<file path="src/rtl/seven_segment_reader_if.sv">
// Multiplexed seven-segment display bus plus the readback results recovered from it.
// master drives the display side; slave is the reader that decodes it.
interface seven_segment_reader_if;
  logic [6:0] segments;
  logic       digit;
  logic [3:0] ten_count;
  logic [3:0] unit_count;
  logic       valid;
  logic       seg_error;
  logic       sync_error;

  modport master (
    output segments, digit,
    input  ten_count, unit_count, valid, seg_error, sync_error
  );

  modport slave (
    input  segments, digit,
    output ten_count, unit_count, valid, seg_error, sync_error
  );
endinterface

</file>
<file path="src/rtl/seven_segment_reader.sv">
// Recovers the two BCD digits shown on a multiplexed seven-segment bus and
// publishes a value once it has been seen unchanged for STABLE_FRAMES frames.
module seven_segment_reader #(
  parameter int STABLE_FRAMES = 2
) (
  input  logic                        clk,
  input  logic                        reset_n,
  seven_segment_reader_if.slave       bus
);

  localparam logic [3:0] STABLE = 4'(STABLE_FRAMES);

  logic [6:0] s_seg;
  logic       s_dig;
  logic       s_vld;
  logic       prev_dig;
  logic       prev_ok;
  logic [3:0] tens_hold;
  logic       tens_ok;
  logic [7:0] cand;
  logic [3:0] match_cnt;
  logic       pub_ok;
  logic [3:0] ten_r;
  logic [3:0] unit_r;
  logic       valid_r;
  logic       seg_err_r;
  logic       sync_err_r;

  logic [3:0] dec;
  logic       dec_ok;
  logic       sync_fault;
  logic [7:0] frame;
  logic [3:0] next_cnt;
  logic       publish;

  // Pattern bits are ordered g..a; blank is a legal pattern that reads as 4'hF.
  always_comb begin
    dec    = 4'h0;
    dec_ok = 1'b1;
    case (s_seg)
      7'b0111111: dec = 4'd0;
      7'b0000110: dec = 4'd1;
      7'b1011011: dec = 4'd2;
      7'b1001111: dec = 4'd3;
      7'b1100110: dec = 4'd4;
      7'b1101101: dec = 4'd5;
      7'b1111100: dec = 4'd6;
      7'b0000111: dec = 4'd7;
      7'b1111111: dec = 4'd8;
      7'b1100111: dec = 4'd9;
      7'b0000000: dec = 4'hF;
      default:    dec_ok = 1'b0;
    endcase
  end

  always_comb begin
    sync_fault = prev_ok && (s_dig == prev_dig);
    frame      = {tens_hold, dec};
    if (frame == cand)
      next_cnt = (match_cnt >= STABLE) ? STABLE : 4'(match_cnt + 4'd1);
    else
      next_cnt = 4'd1;
    publish = (next_cnt == STABLE) && (!pub_ok || (frame != {ten_r, unit_r}));
  end

  // s_vld marks that s_seg/s_dig hold a real captured sample, so the first
  // edge after reset only captures; prev_ok suppresses the sync check once.
  always_ff @(posedge clk or negedge reset_n) begin
    if (!reset_n) begin
      s_seg      <= 7'd0;
      s_dig      <= 1'b0;
      s_vld      <= 1'b0;
      prev_dig   <= 1'b0;
      prev_ok    <= 1'b0;
      tens_hold  <= 4'd0;
      tens_ok    <= 1'b0;
      cand       <= 8'd0;
      match_cnt  <= 4'd0;
      pub_ok     <= 1'b0;
      ten_r      <= 4'd0;
      unit_r     <= 4'd0;
      valid_r    <= 1'b0;
      seg_err_r  <= 1'b0;
      sync_err_r <= 1'b0;
    end else begin
      s_seg      <= bus.segments;
      s_dig      <= bus.digit;
      s_vld      <= 1'b1;
      valid_r    <= 1'b0;
      seg_err_r  <= 1'b0;
      sync_err_r <= 1'b0;
      if (s_vld) begin
        prev_dig   <= s_dig;
        prev_ok    <= 1'b1;
        seg_err_r  <= !dec_ok;
        sync_err_r <= sync_fault;
        if (!dec_ok || sync_fault) begin
          tens_ok   <= 1'b0;
          match_cnt <= 4'd0;
        end else if (!s_dig) begin
          tens_hold <= dec;
          tens_ok   <= 1'b1;
        end else if (tens_ok) begin
          tens_ok   <= 1'b0;
          cand      <= frame;
          match_cnt <= next_cnt;
          if (publish) begin
            ten_r   <= tens_hold;
            unit_r  <= dec;
            valid_r <= 1'b1;
            pub_ok  <= 1'b1;
          end
        end
      end
    end
  end

  assign bus.ten_count  = ten_r;
  assign bus.unit_count = unit_r;
  assign bus.valid      = valid_r;
  assign bus.seg_error  = seg_err_r;
  assign bus.sync_error = sync_err_r;

endmodule
</file>
<file path="src/flat_wrapper.sv">
// flat-port wrapper written by rule: the top's interface ports become plain ports
module seven_segment_reader_flat 
#(
  parameter int STABLE_FRAMES = 2
)
  (clk, reset_n, bus_segments, bus_digit, bus_ten_count, bus_unit_count, bus_valid, bus_seg_error, bus_sync_error);
  seven_segment_reader_if bus_i ();
  input  logic clk;
  input  logic reset_n;
  input wire logic [$bits(bus_i.segments)-1:0] bus_segments;
  input wire logic [$bits(bus_i.digit)-1:0] bus_digit;
  output wire logic [$bits(bus_i.ten_count)-1:0] bus_ten_count;
  output wire logic [$bits(bus_i.unit_count)-1:0] bus_unit_count;
  output wire logic [$bits(bus_i.valid)-1:0] bus_valid;
  output wire logic [$bits(bus_i.seg_error)-1:0] bus_seg_error;
  output wire logic [$bits(bus_i.sync_error)-1:0] bus_sync_error;
  assign bus_i.segments = bus_segments;
  assign bus_i.digit = bus_digit;
  assign bus_ten_count = bus_i.ten_count;
  assign bus_unit_count = bus_i.unit_count;
  assign bus_valid = bus_i.valid;
  assign bus_seg_error = bus_i.seg_error;
  assign bus_sync_error = bus_i.sync_error;
  seven_segment_reader #(.STABLE_FRAMES(STABLE_FRAMES)) u_core (.clk(clk), .reset_n(reset_n), .bus(bus_i));
endmodule
</file>
<file path="config.mk">
export PLATFORM = sky130hd
export DESIGN_NAME = seven_segment_reader_flat
export DESIGN_NICKNAME = d
export VERILOG_FILES = /design/src/rtl/seven_segment_reader_if.sv /design/src/rtl/seven_segment_reader.sv /design/src/flat_wrapper.sv
export SDC_FILE = /design/constraint.sdc
export NUM_CORES = 1
export LEC_CHECK = 0
export CORE_AREA = 3 3 62 64
export DETAILED_ROUTE_END_ITERATION = 7
export DIE_AREA = 0 0 65 67
export PLACE_DENSITY = 0.87
export RECOVER_POWER = 100
export SLEW_MARGIN = 15
export SYNTH_ARGS = -nofsm -noshare
export SYNTH_HDL_FRONTEND = slang
export SYNTH_SLANG_ARGS = --single-unit
</file>
<file path="constraint.sdc">
create_clock -name clk -period 6.6 [get_ports clk]
set_clock_uncertainty 0.15 [all_clocks]
set_input_delay 1.32 -clock clk [delete_from_list [all_inputs] [get_ports clk]]
set_output_delay 1.32 -clock clk [all_outputs]
set_load 0.05 [all_outputs]
</file>
==> results of run 1 <==
==> kinds of logic after synthesis <==
kind of cell | after synthesis | share of synthesized area (%)
AND/OR/NAND/NOR | 43 | 13.9
buffers and inverters | 10 | 2.46
AO/OA/AOI/OAI | 24 | 10.4
XOR/XNOR | 17 | 7.71
multiplexers | 21 | 12.2
flip-flops | 40 | 51.8
other | 1 | 0.194
adder cells (fa/ha/maj) | 2 | 1.30
==> routing by layer <==
layer  global-route usage, %  vias up
met5                       0        -
li1                        -      606
met2                    31.4       36
met3                    3.54       13
met4                    9.23        0
met1                    23.7      645
==> through the flow <==
stage          setup slack (ns)  hold WS [ns]  power, mW
6_report                   3.08         0.328      0.450
4_1_cts                    3.12         0.330      0.453
5_1_grt                    2.87         0.353      0.465
3_3_place_gp               3.29         0.310      0.296
2_1_floorplan              3.64         0.289      0.283
3_5_place_dp               3.17         0.303      0.298
==> registers in the layout, summed over array words and instances (netlist names), 4 cells and up <==
register               count
u_core.s_seg               7
u_core.cand                8
u_core.tens_hold           4
u_core.bus.unit_count      4
u_core.match_cnt           4
u_core.bus.ten_count       4
==> cell type report <==
class	count	area [µm²]	share of cell area, %
repair buffers	20	194	8.73
clock buffers	6	41.3	1.86
flip-flops and latches	40	1000	45.0
inverters	3	11.3	0.507
well taps	46	57.6	2.59
multi-input cells	108	882	39.7
clock inverters	2	35.0	1.58
==> worst min path at each step <==
stage | from | endpoint | cells past startpoint
4_1_cts | u_core.pub_ok$_DFFE_PN0P_ | u_core.pub_ok$_DFFE_PN0P_ | 1
3_3_place_gp | u_core.pub_ok$_DFFE_PN0P_ | u_core.pub_ok$_DFFE_PN0P_ | 1
5_1_grt | u_core.pub_ok$_DFFE_PN0P_ | u_core.pub_ok$_DFFE_PN0P_ | 1
3_5_place_dp | u_core.pub_ok$_DFFE_PN0P_ | u_core.pub_ok$_DFFE_PN0P_ | 1
2_1_floorplan | u_core.pub_ok$_DFFE_PN0P_ | u_core.pub_ok$_DFFE_PN0P_ | 1
6_report | u_core.pub_ok$_DFFE_PN0P_ | u_core.pub_ok$_DFFE_PN0P_ | 1
==> where the power goes <==
| group | internal, mW | switching, mW | leakage, nW |
|---|---|---|---|
| sequential | 0.250 | 0.00854 | 0.528 |
| combinational | 0.0137 | 0.0198 | 0.503 |
| clock | 0.0794 | 0.0784 | 0.0422 |
==> cells in the final DEF, fill, tap and decap left out, types with 2 or more instances in the layout <==
master,n
dfrtp_1,40
mux2_2,19
dlygate4sd3_1,19
xor2_1,12
a21oi_1,6
o21ai_0,6
nand2_1,6
xnor2_1,5
clkbuf_4,5
nand3_1,4
or2_2,4
inv_1,3
nor2_1,3
or3_1,3
nor4_1,3
nand3b_1,3
and3_1,2
nand4_1,2
or4bb_1,2
nor3_1,2
and2_0,2
a32o_1,2
ha_1,2
clkbuf_1,2
==> critical path, delay by kind of cell, from the launching register on <==
kind / cells / cell delay (ns)
DFF: 1 / 0.60
AOI/OAI and AO/OA: 3 / 1.53
and+or+nand+nor: 2 / 0.71
muxes: 1 / 0.41
==> flow_summary.toml, run 1 <==
[run_status]
status = "complete, but fails checks"
violations = "max-capacitance violations, max-slew violations"

[drt]
top_layer = "met4"
wl_per_cell_um = 16.0
antenna_left = 0
initialDrtViolationCount = 74
wl_mm = 3.61
met3_length_um = 119
route.met2.wl_mm = 1.83
firstDrtPassIters = 4
routedLengthMet1_mm = 1.55
via_per_inst = 5.78
drc_errors = 0
dr_total_vias = 1300

[critical_path]
slowest_delay_ns = 0.63
crit_required_ns = 6.68
worst-setup-path-type = "flop to flop"
cp_slowest_cell = "a2111oi_4"
startpoint = "u_core.s_seg[3]$_DFF_PN0_"
reg2reg_to = "u_core.bus.unit_count[3]$_DFFE_PN0P_"
rr_worst_depth = 6
r2r_slack_ns = 3.08
startpoint_type = "flop"
path_cells = "or4bb_1 -> a31oi_1 -> nor3_1 -> a2111o_1 -> a2111oi_4 -> mux2_2"
timing.rr.start = "u_core.s_seg[3]$_DFF_PN0_"
cp-endpoint = "u_core.bus.unit_count[3]$_DFFE_PN0P_"
worstPathArrival_ns = 3.60
crit_fanout = 12
cp-end-kind = "flop"

[final_layout]
area.growth.synth_to_final_pct = 15.1
nets = 190
drive_gt1_share_pct = 20.1
fin_util_pct = 66.6
fillerInstances = 263
diodes = 0
finalNonFillerCells = 225
final_area_um2 = 2220

[synth]
synth_cell_types = 45
synth_area_leaders = "dfrtp_1, mux2_2, xor2_1"
synthFlopType = "dfrtp_1"
synth_edf_count = 0
seq_area_frac_synth_pct = 51.8
syn-cell-area_um2 = 1930
netlist.area_leader.share_pct = 51.8
synthArstFlopShare_pct = 100
syn_nets = 170
synth_cells = 158
synth.avg_cell_area_um2 = 12.2
synth-seq-cells = 40
yosysMostFrequentCell = "dfrtp_1"
yosys.area.top_type = "dfrtp_1"
synthTopCellsByCount = "dfrtp_1, mux2_2, xor2_1"
ys.warnings.count = 0

[clock_tree]
cts_tree = "done"
cts_made_buffers = 5
cts-resized-gates = 0
root_buffer = "clkbuf_4"
htreeDepth = 2
path_clk_slew_ns = 0.11
clk_latency_ns = 0.34
ctsHoldBuffers = 0
clk_path_buf_depth = 2
cts_setup_buffers = 0
clkSinkCount = 40

[die]
core-area_um2 = 3340
rows = 21
start_util_pct = 57.9
io_pins = 21
die_y_um = 67
die_area_um2 = 4360
dieWidth_um = 65

[flow_run]
drv_cap = 1

[timing]
rsz0062_at_grt = "false"
slew_viol_final = 41
setup_violations = 0
timing.final.crit_share_pct = 53.3
hold_viol = 0
clock.fmax_mhz = 284
worstMarginPinSlew_ns = 2.07
slew_headroom_pct = -38.3
setup-tns-final_ns = 0
fin_crit_ns = 3.52

[power]
power_density_nw_per_um2 = 202
ir_worst_vdd_mv = 0.127
p_leak_nw = 1.07

[global_routing]
track_usage_pct = 18.9
grt_max_degree = 41
grt_pass1_vias = 1335
grt_pass1_wl_mm = 6.24
gr-total-overflow = 0
antenna_found_initial = 0

[placement]
routabilityCongestion = 0.754
dp_cells = 217
placed_cell_area_um2 = 2150
hpwl_mm = 2.54
portBuffers = 20

[hold_path]
min_path_type = "flop to flop"
Note: power is estimated with default switching activity, not from simulation.
==> run 2: changes to the inputs <==
--- a/config.mk
+++ b/config.mk
@@ -5,10 +5,10 @@
 export SDC_FILE = /design/constraint.sdc
 export NUM_CORES = 1
 export LEC_CHECK = 0
-export CORE_AREA = 3 3 62 64
+export CORE_AREA = 3 3 64 66
 export DETAILED_ROUTE_END_ITERATION = 7
-export DIE_AREA = 0 0 65 67
-export PLACE_DENSITY = 0.87
+export DIE_AREA = 0 0 67 69
+export PLACE_DENSITY = 0.82
 export RECOVER_POWER = 100
 export SLEW_MARGIN = 15
 export SYNTH_ARGS = -nofsm -noshare
==> constraint.sdc (replaced) <==
create_clock -name clk -period 3.65 [get_ports clk]
set_clock_uncertainty 0.15 [all_clocks]
set_input_delay 0.73 -clock clk [delete_from_list [all_inputs] [get_ports clk]]
set_output_delay 0.73 -clock clk [all_outputs]
set_load 0.05 [all_outputs]
==> run 2 against run 1 <==
Against the previous run: the run still ends with max-capacitance violations, max-slew violations left; via count up 1.2%; cell count up 2.2%; maximum frequency up 7.3%; combinational power up 73%; sequential cell count unchanged; utilization down 4.9 points; wire length up 0.17%; global-route usage down 1.3 points; highest routed layer unchanged; largest cell class unchanged.
==> flow_summary.toml, run 2 (synthesis gave the netlist of run 1 again) <==
[critical_path]
crit_required_ns = 3.67
cp_slowest_cell = "or4_1"
worst-setup-path-type = "flop to flop"
worstPathArrival_ns = 3.30
r2r_slack_ns = 0.37
path_delay_family = "simple AND/OR/NAND/NOR gates"
startpoint_type = "flop"
cp-end-kind = "flop"
crit_fanout = 10
path_buf_inv = 1
slowest_delay_ns = 0.56
path_cells = "or4_1 -> or2_0 -> o31ai_1 -> nor3_1 -> a2111o_1 -> a2111oi_4 -> buf_4 -> mux2_2"

[global_routing]
gr-total-overflow = 0
track_usage_pct = 17.6
grt_max_degree = 41
grt_pass1_wl_mm = 6.19
grt_pass1_vias = 1306
antenna_found_initial = 0

[final_layout]
area.growth.synth_to_final_pct = 16.1
largest_register = "u_core.cand"
diodes = 0
layout_commonest_cell = "dfrtp_1"
largest_reg_flops = 8
drive_gt1_share_pct = 19.8
nets = 193
reg_top3 = "u_core.cand x8, u_core.s_seg x7"
final_cell_mix = "dfrtp_1, mux2_2, dlygate4sd3_1"

[hold_path]
min_path_type = "flop to flop"

[drt]
wl_per_cell_um = 15.7
initialDrtViolationCount = 87
wl_mm = 3.61
firstDrtPassIters = 4
via_per_inst = 5.72
drc_errors = 0
dr_total_vias = 1316
antenna_left = 0

[clock_tree]
clk_path_buf_depth = 2
htreeDepth = 2
path_clk_slew_ns = 0.07
ctsHoldBuffers = 0
cts_tree = "done"
clk_latency_ns = 0.29
root_buffer = "clkbuf_8"
cts_setup_buffers = 0
clkSinkCount = 40
cts_made_buffers = 5
cts-resized-gates = 0

[run_status]
status = "complete, but fails checks"
violations = "max-capacitance violations, max-slew violations"

[timing]
slew_viol_final = 41
fin_crit_ns = 3.28
timing.final.crit_share_pct = 89.9
hold_viol = 0
worstMarginPinSlew_ns = 2.03
slew_headroom_pct = -35.1
setup_violations = 0
clock.fmax_mhz = 305
setup-tns-final_ns = 0
rsz0062_at_grt = "false"

[power]
finalPower_uw = 825
p_switching_uw = 195
power_density_nw_per_um2 = 368
internal_power_uw = 630
p_leak_nw = 1.08
clockPowerShare_pct = 36.3
sw_frac_of_total_pct = 23.6
ir_worst_vdd_mv = 0.266
seq_power_share_pct = 56.7
pwr-share-comb_pct = 7.0

[die]
core-area_um2 = 3630
die_area_um2 = 4620
rows = 22
dieWidth_um = 67
io_pins = 21
die_y_um = 69
start_util_pct = 53.1

[placement]
hpwl_mm = 2.72
routabilityCongestion = 0.752
portBuffers = 20

[flow_run]
drv_cap = 1
[run 2: per-layer routing]
metal | vias to the layer above | share of wire [%] | global-route usage, %
li1 | 614 | - | -
met1 | 643 | 41 | 22.0
met2 | 44 | 51 | 27.4
met3 | 15 | 5.2 | 4.72
met4 | 0 | 2.9 | 9.23
met5 | - | 0 | 0
[run 2: through the flow]
step / setup WS (ns) / hold slack, ns / util [%] / cell area, µm² / cells
after floorplan: 0.693 / 0.284 / - / 1930 / 158
after global placement: 0.666 / 0.309 / 59.8 / 2170 / 222
after CTS: 0.528 / 0.342 / 62.4 / 2270 / 230
final: 0.369 / 0.338 / 61.7 / 2240 / 230
after detailed placement: 0.529 / 0.316 / 59.8 / 2170 / 222
after global routing: 0.189 / 0.368 / 61.7 / 2240 / 230
[run 2: worst reg2reg max path: stages, from the launching register on]
cell and delay, ns:
dfrtp_1 0.49, or4_1 0.56, or2_0 0.29, o31ai_1 0.26, nor3_1 0.19, a2111o_1 0.47
a2111oi_4 0.23, buf_4 0.20, mux2_2 0.33
[run 2: worst paths after layout]
kind | from | depth (start not counted) | to
worst min-delay path | u_core.pub_ok$_DFFE_PN0P_ | 1 | u_core.pub_ok$_DFFE_PN0P_
worst max register to register | u_core.s_seg[4]$_DFF_PN0_ | 8 | u_core.bus.unit_count[3]$_DFFE_PN0P_
min in group asynchronous | reset_n | 1 | u_core.prev_ok$_DFFE_PN0P_
worst min register to register | u_core.pub_ok$_DFFE_PN0P_ | 1 | u_core.pub_ok$_DFFE_PN0P_
max in group asynchronous | reset_n | 1 | u_core.s_seg[3]$_DFF_PN0_
worst max-delay path | u_core.s_seg[4]$_DFF_PN0_ | 8 | u_core.bus.unit_count[3]$_DFFE_PN0P_
[run 2: cell type report]
cell class | instances | area (µm²)
fillers | 307 | 1390
repair buffers | 23 | 213
well taps | 48 | 60.1
inverters | 3 | 11.3
clock inverters | 1 | 7.51
flip-flops and latches | 40 | 1000
clock buffers | 7 | 86.3
multi-input cells | 108 | 862
[run 2: power by group through the flow]
stage / logic [mW] / registers, mW / clock network [mW]
2_1_floorplan: 0.0376 / 0.473 / 0
3_3_place_gp: 0.0606 / 0.474 / 0
3_5_place_dp: 0.0633 / 0.476 / 0
4_1_cts: 0.0634 / 0.467 / 0.310
5_1_grt: 0.0645 / 0.469 / 0.334
6_report: 0.0580 / 0.467 / 0.299
==> run 3: changes to the inputs <==
==> constraint.sdc (replaced) <==
create_clock -name clk -period 3.17 [get_ports clk]
set_clock_uncertainty 0.15 [all_clocks]
set_input_delay 0.634 -clock clk [delete_from_list [all_inputs] [get_ports clk]]
set_output_delay 0.634 -clock clk [all_outputs]
set_load 0.05 [all_outputs]
==> run 3 against run 2 <==
Against the previous run: the flow still finishes with violations (max-capacitance violations, max-slew violations); cell area up 3.2%; via count grew 1.1%; register-to-register slack got worse by 0.21 ns; critical path depth is the same; sequential power grew 15%; hold slack got worse by 0.013 ns; non-clock buffer count rose by 3; wire length is 2.3% higher; clock-buffer cell count unchanged; cell count is 1.3% higher; worst setup slack got worse by 0.21 ns; utilization grew 2.0 points; critical path type unchanged.
==> flow_summary.toml, run 3 (synthesis gave the netlist of run 1 again) <==
[global_routing]
grt_pass1_vias = 1350
grt_max_degree = 41
gr-total-overflow = 0
grt_pass1_wl_mm = 6.39
antenna_found_initial = 0
track_usage_pct = 18.5

[die]
start_util_pct = 53.1
io_pins = 21
die_y_um = 69
dieWidth_um = 67
core-area_um2 = 3630
rows = 22
die_area_um2 = 4620

[clock_tree]
root_buffer = "clkbuf_8"
clkSinkCount = 40
cts_made_buffers = 5
ctsHoldBuffers = 0
htreeDepth = 2
path_clk_slew_ns = 0.07
clk_latency_ns = 0.30
clk_path_buf_depth = 2
cts_tree = "done"

[final_layout]
diodes = 0
final_cell_mix = "dfrtp_1, mux2_2, dlygate4sd3_1"
area.growth.synth_to_final_pct = 19.8
multiInputGateArea_um2 = 907
regArea_um2 = 1000
largest_register = "u_core.cand"
largest_reg_flops = 8
layout_commonest_cell = "dfrtp_1"
drive_gt1_share_pct = 25.4
nets = 196
reg_top3 = "u_core.cand x8, u_core.s_seg x7"
fin_util_pct = 63.7
fillerInstances = 289

[hold_path]
min_path_type = "flop to flop"

[power]
sw_frac_of_total_pct = 24.3
pwr-share-comb_pct = 7.8
seq_power_share_pct = 55.8
p_leak_nw = 1.10
ir_worst_vdd_mv = 0.303
clockPowerShare_pct = 36.4
internal_power_uw = 729
power_density_nw_per_um2 = 416
p_switching_uw = 233

[critical_path]
crit_required_ns = 3.20
worstPathArrival_ns = 3.05
worst-setup-path-type = "flop to flop"
cp-end-kind = "flop"
startpoint_type = "flop"
crit_fanout = 7

[drt]
initialDrtViolationCount = 85
via_per_inst = 5.71
antenna_left = 0
drc_errors = 0
dr_total_vias = 1331
wl_per_cell_um = 15.9
wl_mm = 3.70
firstDrtPassIters = 4

[timing]
timing.final.crit_share_pct = 95.0
slew_headroom_pct = -36.8
fin_crit_ns = 3.01
clock.fmax_mhz = 332
setup_violations = 0
worstMarginPinSlew_ns = 2.05
rsz0062_at_grt = "false"
hold_viol = 0
setup-tns-final_ns = 0
slew_viol_final = 41

[placement]
portBuffers = 20
hpwl_mm = 2.56
routabilityCongestion = 0.807

[flow_run]
drv_cap = 1

[run_status]
violations = "max-capacitance violations, max-slew violations"
status = "complete, but fails checks"
[run 3: cell type report]
cell class	instances	area share, %
tap	48	2.60
multi-input combinational	108	39.2
clock inverter	1	0.324
timing repair buffer	26	10.3
sequential	40	43.3
inverter	3	0.487
clock buffer	7	3.73
[run 3: through the flow]
| stage | total power, mW | cells | hold WS [ns] | instance area [µm²] | setup slack, ns |
|---|---|---|---|---|---|
| floorplan | 0.588 | 158 | 0.188 | 1930 | 0.213 |
| global placement | 0.617 | 224 | 0.309 | 2190 | 0.140 |
| detailed placement | 0.621 | 224 | 0.307 | 2190 | 0.00911 |
| CTS | 0.972 | 232 | 0.327 | 2290 | 0.0437 |
| global route | 1.00 | 233 | 0.342 | 2310 | 0.0283 |
| finish | 0.962 | 233 | 0.325 | 2310 | 0.159 |
[run 3: path summary, 6_finish.rpt]
path | start | endpoint | slack (ns) | cells past startpoint
worst max-delay path | u_core.s_seg[5]$_DFF_PN0_ | u_core.bus.ten_count[1]$_DFFE_PN0P_ | 0.16 | 8
worst min-delay path | u_core.pub_ok$_DFFE_PN0P_ | u_core.pub_ok$_DFFE_PN0P_ | 0.32 | 1
worst max register to register | u_core.s_seg[5]$_DFF_PN0_ | u_core.bus.ten_count[1]$_DFFE_PN0P_ | 0.16 | 8
worst min register to register | u_core.pub_ok$_DFFE_PN0P_ | u_core.pub_ok$_DFFE_PN0P_ | 0.32 | 1
max in group asynchronous | reset_n | u_core.s_seg[4]$_DFF_PN0_ | 0.78 | 1
min in group asynchronous | reset_n | u_core.match_cnt[3]$_DFFE_PN0P_ | 0.76 | 1
[run 3: worst max-delay path, cell delays in order (launching register included)]
cell       delay [ns]
dfrtp_1          0.46
or4_4            0.57
or2_4            0.29
o31ai_4          0.11
nor3_1           0.13
a2111o_1         0.42
a2111oi_4        0.23
buf_4            0.20
mux2_2           0.33
[run 3: power by group through the flow]
| stage | logic [mW] | registers [mW] | clock network, mW |
|---|---|---|---|
| 2_1_floorplan | 0.0433 | 0.545 | 0 |
| 3_3_place_gp | 0.0718 | 0.545 | 0 |
| 3_5_place_dp | 0.0743 | 0.546 | 0 |
| 4_1_cts | 0.0748 | 0.536 | 0.360 |
| 5_1_grt | 0.0828 | 0.539 | 0.381 |
| 6_report | 0.0749 | 0.537 | 0.350 |
[run 3: what timing repair did]
action / in CTS / in global routing
setup buffers: 0 / 1
pin swaps: 0 / 0
resized for setup: 1 / 4
endpoints found under the setup margin: 8 / 9
[run 3: metal layers]
metal,global-route usage (%),vias up,part of all wire [%]
li1,-,623,-
met1,22.3,671,41
met2,29.0,28,52
met3,5.54,9,4.5
met4,9.68,0,2.5
met5,0,-,0
